## config.mk

```make
export PLATFORM = sky130hd
export DESIGN_NAME = imm_type_decoder
export DESIGN_NICKNAME = d
export VERILOG_FILES = /design/src/rtl/imm_type_decoder.sv
export SDC_FILE = /design/constraint.sdc
export NUM_CORES = 1
export LEC_CHECK = 0
export BUFFER_PORTS_ARGS = -buffer_cell sky130_fd_sc_hd__buf_2
export CAP_MARGIN = 15
export CORE_ASPECT_RATIO = 0.6
export CORE_MARGIN = 5
export CORE_UTILIZATION = 50
export DETAILED_ROUTE_END_ITERATION = 8
export GPL_ROUTABILITY_DRIVEN = 0
export HOLD_SLACK_MARGIN = 0.12
export PLACE_DENSITY_LB_ADDON = 0.12
export SYNTH_ARGS = -nofsm -noshare
export SYNTH_HDL_FRONTEND = slang
export SYNTH_SLANG_ARGS = --single-unit
```

## constraint.sdc

```tcl
create_clock -name clk -period 12.3 [get_ports clk]
set_clock_uncertainty 0.15 [all_clocks]
set_input_delay 2.46 -clock clk [delete_from_list [all_inputs] [get_ports clk]]
set_output_delay 2.46 -clock clk [all_outputs]
set_load 0.01 [all_outputs]
```

## src/rtl/imm_type_decoder.sv

```systemverilog
// Decode-stage front end: classifies each fetched instruction by format,
// builds its sign-extended immediate, and presents the decoded result through
// a registered output stage backed by a one-entry skid buffer. in_ready is a
// flop, so it never depends combinationally on out_ready.
module imm_type_decoder #(
  parameter int XLEN = 64,
  parameter int ILEN = 32
) (
  input  logic            clk,
  input  logic            rst,
  input  logic            flush,
  input  logic            in_valid,
  output logic            in_ready,
  input  logic [XLEN-1:0] in_pc,
  input  logic [ILEN-1:0] in_inst,
  output logic            out_valid,
  input  logic            out_ready,
  output logic [XLEN-1:0] out_pc,
  output logic [ILEN-1:0] out_inst,
  output logic [XLEN-1:0] out_imm,
  output logic            out_S_type,
  output logic            out_B_type,
  output logic            out_U_type,
  output logic            out_I_type,
  output logic            out_J_type,
  output logic            out_R_type,
  output logic            out_illegal
);

  // One fully decoded instruction; both the output register and the skid
  // entry hold this, so nothing is decoded after the input boundary.
  typedef struct packed {
    logic [XLEN-1:0] pc;
    logic [ILEN-1:0] inst;
    logic [XLEN-1:0] imm;
    logic            s_type;
    logic            b_type;
    logic            u_type;
    logic            i_type;
    logic            j_type;
    logic            r_type;
    logic            illegal;
  } dec_t;

  // Occupancy is implied by the two valid bits; the enum names it for clarity.
  typedef enum logic [1:0] {
    ST_EMPTY = 2'd0,
    ST_BUSY  = 2'd1,
    ST_FULL  = 2'd2
  } state_e;

  localparam logic [6:0] OP_IMM    = 7'b0010011;
  localparam logic [6:0] OP_LOAD   = 7'b0000011;
  localparam logic [6:0] OP_JALR   = 7'b1100111;
  localparam logic [6:0] OP_IMM32  = 7'b0011011;
  localparam logic [6:0] OP_SYSTEM = 7'b1110011;
  localparam logic [6:0] OP_STORE  = 7'b0100011;
  localparam logic [6:0] OP_BRANCH = 7'b1100011;
  localparam logic [6:0] OP_LUI    = 7'b0110111;
  localparam logic [6:0] OP_AUIPC  = 7'b0010111;
  localparam logic [6:0] OP_JAL    = 7'b1101111;
  localparam logic [6:0] OP_REG    = 7'b0110011;
  localparam logic [6:0] OP_REG32  = 7'b0111011;

  dec_t   dec;
  dec_t   out_q, out_d;
  dec_t   skid_q, skid_d;
  logic   out_valid_q, out_valid_d;
  logic   skid_valid_q, skid_valid_d;
  logic   in_ready_q, in_ready_d;
  logic   in_fire, out_fire;
  state_e state;

  assign in_fire  = in_valid & in_ready_q;
  assign out_fire = out_valid_q & out_ready;

  // Name the current occupancy from the valid bits.
  always_comb begin
    if (skid_valid_q)     state = ST_FULL;
    else if (out_valid_q) state = ST_BUSY;
    else                  state = ST_EMPTY;
  end

  // Classify the incoming word by opcode and build its immediate.
  always_comb begin
    // NOTE: every field gets a default before the case so no path leaves a
    // signal unassigned, which would otherwise infer a latch.
    dec      = '0;
    dec.pc   = in_pc;
    dec.inst = in_inst;
    case (in_inst[6:0])
      OP_IMM, OP_LOAD, OP_JALR, OP_IMM32, OP_SYSTEM: dec.i_type = 1'b1;
      OP_STORE:                                      dec.s_type = 1'b1;
      OP_BRANCH:                                     dec.b_type = 1'b1;
      OP_LUI, OP_AUIPC:                              dec.u_type = 1'b1;
      OP_JAL:                                        dec.j_type = 1'b1;
      OP_REG, OP_REG32:                              dec.r_type = 1'b1;
      default:                                       dec.illegal = 1'b1;
    endcase

    if (dec.i_type)
      dec.imm = {{(XLEN-12){in_inst[31]}}, in_inst[31:20]};
    else if (dec.s_type)
      dec.imm = {{(XLEN-12){in_inst[31]}}, in_inst[31:25], in_inst[11:7]};
    else if (dec.b_type)
      dec.imm = {{(XLEN-13){in_inst[31]}}, in_inst[31], in_inst[7],
                 in_inst[30:25], in_inst[11:8], 1'b0};
    else if (dec.u_type)
      dec.imm = {{(XLEN-32){in_inst[31]}}, in_inst[31:12], 12'b0};
    else if (dec.j_type)
      dec.imm = {{(XLEN-21){in_inst[31]}}, in_inst[31], in_inst[19:12],
                 in_inst[20], in_inst[30:21], 1'b0};
    else
      dec.imm = '0;
  end

  // Next-state for the output register and skid entry; flush wins over all.
  always_comb begin
    out_d        = out_q;
    skid_d       = skid_q;
    out_valid_d  = out_valid_q;
    skid_valid_d = skid_valid_q;

    if (flush) begin
      out_valid_d  = 1'b0;
      skid_valid_d = 1'b0;
    end else begin
      case (state)
        ST_EMPTY: begin
          if (in_fire) begin
            out_d       = dec;
            out_valid_d = 1'b1;
          end
        end
        ST_BUSY: begin
          if (out_fire && in_fire) begin
            out_d = dec;
          end else if (out_fire) begin
            out_valid_d = 1'b0;
          end else if (in_fire) begin
            skid_d       = dec;
            skid_valid_d = 1'b1;
          end
        end
        ST_FULL: begin
          // in_ready is low here, so only the drain of the output can happen;
          // the skid entry moves up ahead of anything newer.
          if (out_fire) begin
            out_d        = skid_q;
            skid_valid_d = 1'b0;
          end
        end
        default: begin
          out_valid_d  = 1'b0;
          skid_valid_d = 1'b0;
        end
      endcase
    end

    in_ready_d = ~skid_valid_d;
  end

  // State registers; reset returns to EMPTY with all data cleared.
  always_ff @(posedge clk or posedge rst) begin
    if (rst) begin
      // NOTE: the data registers are reset too, because the visible outputs
      // must read as zero after reset, not just the valid bits.
      out_q        <= '0;
      skid_q       <= '0;
      out_valid_q  <= 1'b0;
      skid_valid_q <= 1'b0;
      in_ready_q   <= 1'b1;
    end else begin
      // NOTE: non-blocking assignments so every flop samples pre-edge values.
      out_q        <= out_d;
      skid_q       <= skid_d;
      out_valid_q  <= out_valid_d;
      skid_valid_q <= skid_valid_d;
      in_ready_q   <= in_ready_d;
    end
  end

  assign in_ready    = in_ready_q;
  assign out_valid   = out_valid_q;
  assign out_pc      = out_q.pc;
  assign out_inst    = out_q.inst;
  assign out_imm     = out_q.imm;
  assign out_S_type  = out_q.s_type;
  assign out_B_type  = out_q.b_type;
  assign out_U_type  = out_q.u_type;
  assign out_I_type  = out_q.i_type;
  assign out_J_type  = out_q.j_type;
  assign out_R_type  = out_q.r_type;
  assign out_illegal = out_q.illegal;

endmodule

```

==> impl_metrics.json <==
{
  "status": "completed",
  "maxSlewHeadroom_pct": 29.44,
  "total_power_mw": 2.506,
  "postRouteAntennaNets": 0,
  "synth_top_flop_cell": "dfrtp_1",
  "muxShareOfSynthArea_pct": 8.433,
  "cts_hold_buf": 0,
  "cp-startpoint": "out_ready",
  "synth-simple-area-share_pct": 19.25,
  "yosysSeqAreaShare_pct": 57.00,
  "rr_worst_depth": 5,
  "worstReg2RegStart": "skid_valid_q$_DFF_PP0_",
  "area_growth_syn_to_layout_pct": 18.05,
  "leakage_nw": 6.969,
  "clock_sinks": 273,
  "cpMaxStageDelayCell": "buf_4",
  "cts_buffer_depth": 3,
  "vias": 9358,
  "critPathCaptureType": "flip-flop",
  "start_util_pct": 51.34,
  "insertion_delay_ns": 0.52,
  "root_buffer": "clkbuf_16",
  "ys_top_cells_by_count": "nand2_1 (453), dfrtp_1 (272), o21ai_0 (130)",
  "fp.dieH_um": 129.9,
  "path_depth": 7,
  "syn_area_per_cell_sq_um": 9.410,
  "yosys.cell_types.count": 49,
  "antenna_found_initial": 1,
  "synth_top_area_share_pct": 56.78,
  "setup_viol": 0,
  "synth_xor_area_share_pct": 0,
  "path_class": "input port to flip-flop",
  "multiInputGateArea_sq_mm": 0.004536,
  "path_max_fanout": 48,
  "layoutNonFillerInstCount": 1799,
  "dp_hpwl_mm": 20.27,
  "fin_crit_ns": 4.312,
  "hold_viol": 0,
  "rows": 43,
  "layout-drive-gt1-share_pct": 22.84,
  "grt_first_pass_wirelength_mm": 48.27,
  "fin_nets": 1566,
  "path_buf_inv": 4,
  "grt_max_degree": 137,
  "worstPathArrival_ns": 4.54,
  "yosys_warnings": 0,
  "cts-htree-levels": 1,
  "fmax_mhz": 231.9,
  "synthAdderAreaFrac_pct": 0.08350,
  "final_area_sq_mm": 0.01415,
  "post_drt_wl_per_cell_um": 17.09,
  "min_path_cells": 2,
  "core_area_sq_mm": 0.02335,
  "overflow": 0,
  "cts-resized-gates": 0,
  "holdCritPathClass": "flip-flop to flip-flop",
  "grtUsageTotal_pct": 21.68,
  "yosysTopAreaCell": "dfrtp_1",
  "synth_area_leaders": "dfrtp_1 (57%), nand2_1 (14%), mux2i_1 (8.4%)",
  "path_cells": "buf_2 > inv_1 > nand2_1 > or3_4 > buf_4 > buf_4 > o21ai_0",
  "dp_cells": 1751,
  "mappedNetlistNets": 1375,
  "synth_edf_count": 0,
  "synth_top_family_by_area": "simple AND/OR/NAND/NOR gates",
  "synthCells": 1274,
  "placed_cell_area_sq_mm": 0.01322,
  "critPathMostFrequentCell": "buf_4",
  "ys_ff_latch": 273,
  "critPathLaunchType": "input port",
  "via_per_inst": 5.202,
  "drt_wl_total_mm": 30.74,
  "synth_compound_area_share_pct": 9.853,
  "fin_util_pct": 60.60,
  "drc": 0,
  "worstHoldStart": "skid_q[12]$_DFFE_PP0P_",
  "io_pins": 270,
  "syn_area_sq_mm": 0.01199,
  "dr.pass1.iters": 5,
  "dr.first_iter.drc_count": 682,
  "setup_tns_ns": 0,
  "nFillCells": 2005,
  "power_density_mw_per_mm2": 177.1,
  "cts_tree": "built",
  "synthArstFlopShare_pct": 100.0,
  "critPathTopFamily": "buffers and inverters",
  "cp.required_ns": 12.53,
  "drv_slew": 0,
  "worst_pin_slew_ns": 1.058,
  "drv_cap": 0,
  "grt_pass1_vias": 8713,
  "cpPeakStageDelay_ns": 0.57,
  "antenna_cells": 0,
  "vdd_drop_max_mv": 0.09066,
  "path_clk_slew_ns": 0.07,
  "die_area_sq_mm": 0.02727,
  "die_w_um": 209.9,
  "synth_most_common_cell": "nand2_1",
  "io_buffer_count": 269,
  "post-cts-setup-buffers": 0,
  "ff_latch_area_sq_mm": 0.006837,
  "rsz0062_at_grt": "no",
  "fin_crit_sh_pct": 35.06,
  "numCtsBuffers": 26
}
==> placed cells by master, fill, tap and decap left out, types with 15 or more instances in the layout <==
| cell type | instances |
|---|---|
| nor2_1 | 39 |
| buf_2 | 269 |
| clkbuf_16 | 27 |
| nand3b_1 | 21 |
| o21ai_0 | 130 |
| nand2_1 | 453 |
| mux2i_1 | 101 |
| dfrtp_1 | 271 |
| a21oi_1 | 59 |
| nand3_1 | 15 |
==> area by class of cell <==
cell class	count	share of cell area (%)
inverter	5	0.1857
tap	315	2.785
timing repair buffer	281	10.20
clock inverter	9	1.043
clock buffer	38	5.420
multi-input combinational	878	32.05
sequential	273	48.31
==> routing by layer <==
| metal | vias to the layer above | track usage (%) | part of all wire, % |
|---|---|---|---|
| met2 | 256 | 30.64 | 42 |
| met4 | 2 | 3.221 | 1.2 |
| met1 | 4517 | 35.06 | 50 |
| met3 | 29 | 4.541 | 6.5 |
| met5 | - | 0 | 0.023 |
| li1 | 4554 | - | - |
==> power breakdown <==
| group | leakage (nW) | internal (mW) | switching (mW) | total (mW) |
|---|---|---|---|---|
| clock | 0.448 | 0.516 | 0.341 | 0.857 |
| combinational | 3.09 | 0.186 | 0.268 | 0.454 |
| sequential | 3.44 | 1.09 | 0.108 | 1.20 |
==> final timing paths <==
kind	end	slack [ns]
max	skid_q[18]$_DFFE_PP0P_	7.99
min	skid_q[12]$_DFFE_PP0P_	0.32
max reg2reg	out_I_type$_DFFE_PP0P_	9.07
min reg2reg	skid_q[12]$_DFFE_PP0P_	0.32
max in group asynchronous	skid_q[118]$_DFFE_PP0P_	8.47
min in group asynchronous	out_pc[63]$_DFFE_PP0P_	2.00
==> flip-flops by register name, indices dropped and copies added (netlist names) <==
register / cells
out_valid: 1
out_U_type: 1
out_imm: 32
out_inst: 32
out_B_type: 1
out_S_type: 1
out_I_type: 1
out_R_type: 1
skid_valid_q: 1
out_pc: 64
out_J_type: 1
out_illegal: 1
skid_q: 135
in_ready: 1
==> cell families (layout without fill, tap and decap cells) <==
family	count (synthesis)	count (layout)
and+or+nand+nor	557	557
DFF	273	273
AOI/OAI and AO/OA	219	219
buffers and inverters	123	333
muxes	101	101
adders and majority gates	1	1
==> tightest hold or removal path: cells and delay by family, from the launching register on <==
kind,cells,cell delay [ns]
flip-flops,1,0.34
AND/OR/NAND/NOR,2,0.10
==> per-stage QoR <==
stage	hold slack (ns)	setup WS, ns
floorplan	0.2896	2.168
global placement	0.3016	7.516
detailed placement	0.3075	7.487
CTS	0.3222	8.028
global route	0.3318	7.839
finish	0.3185	7.988
(Power assumes the default switching activity.)
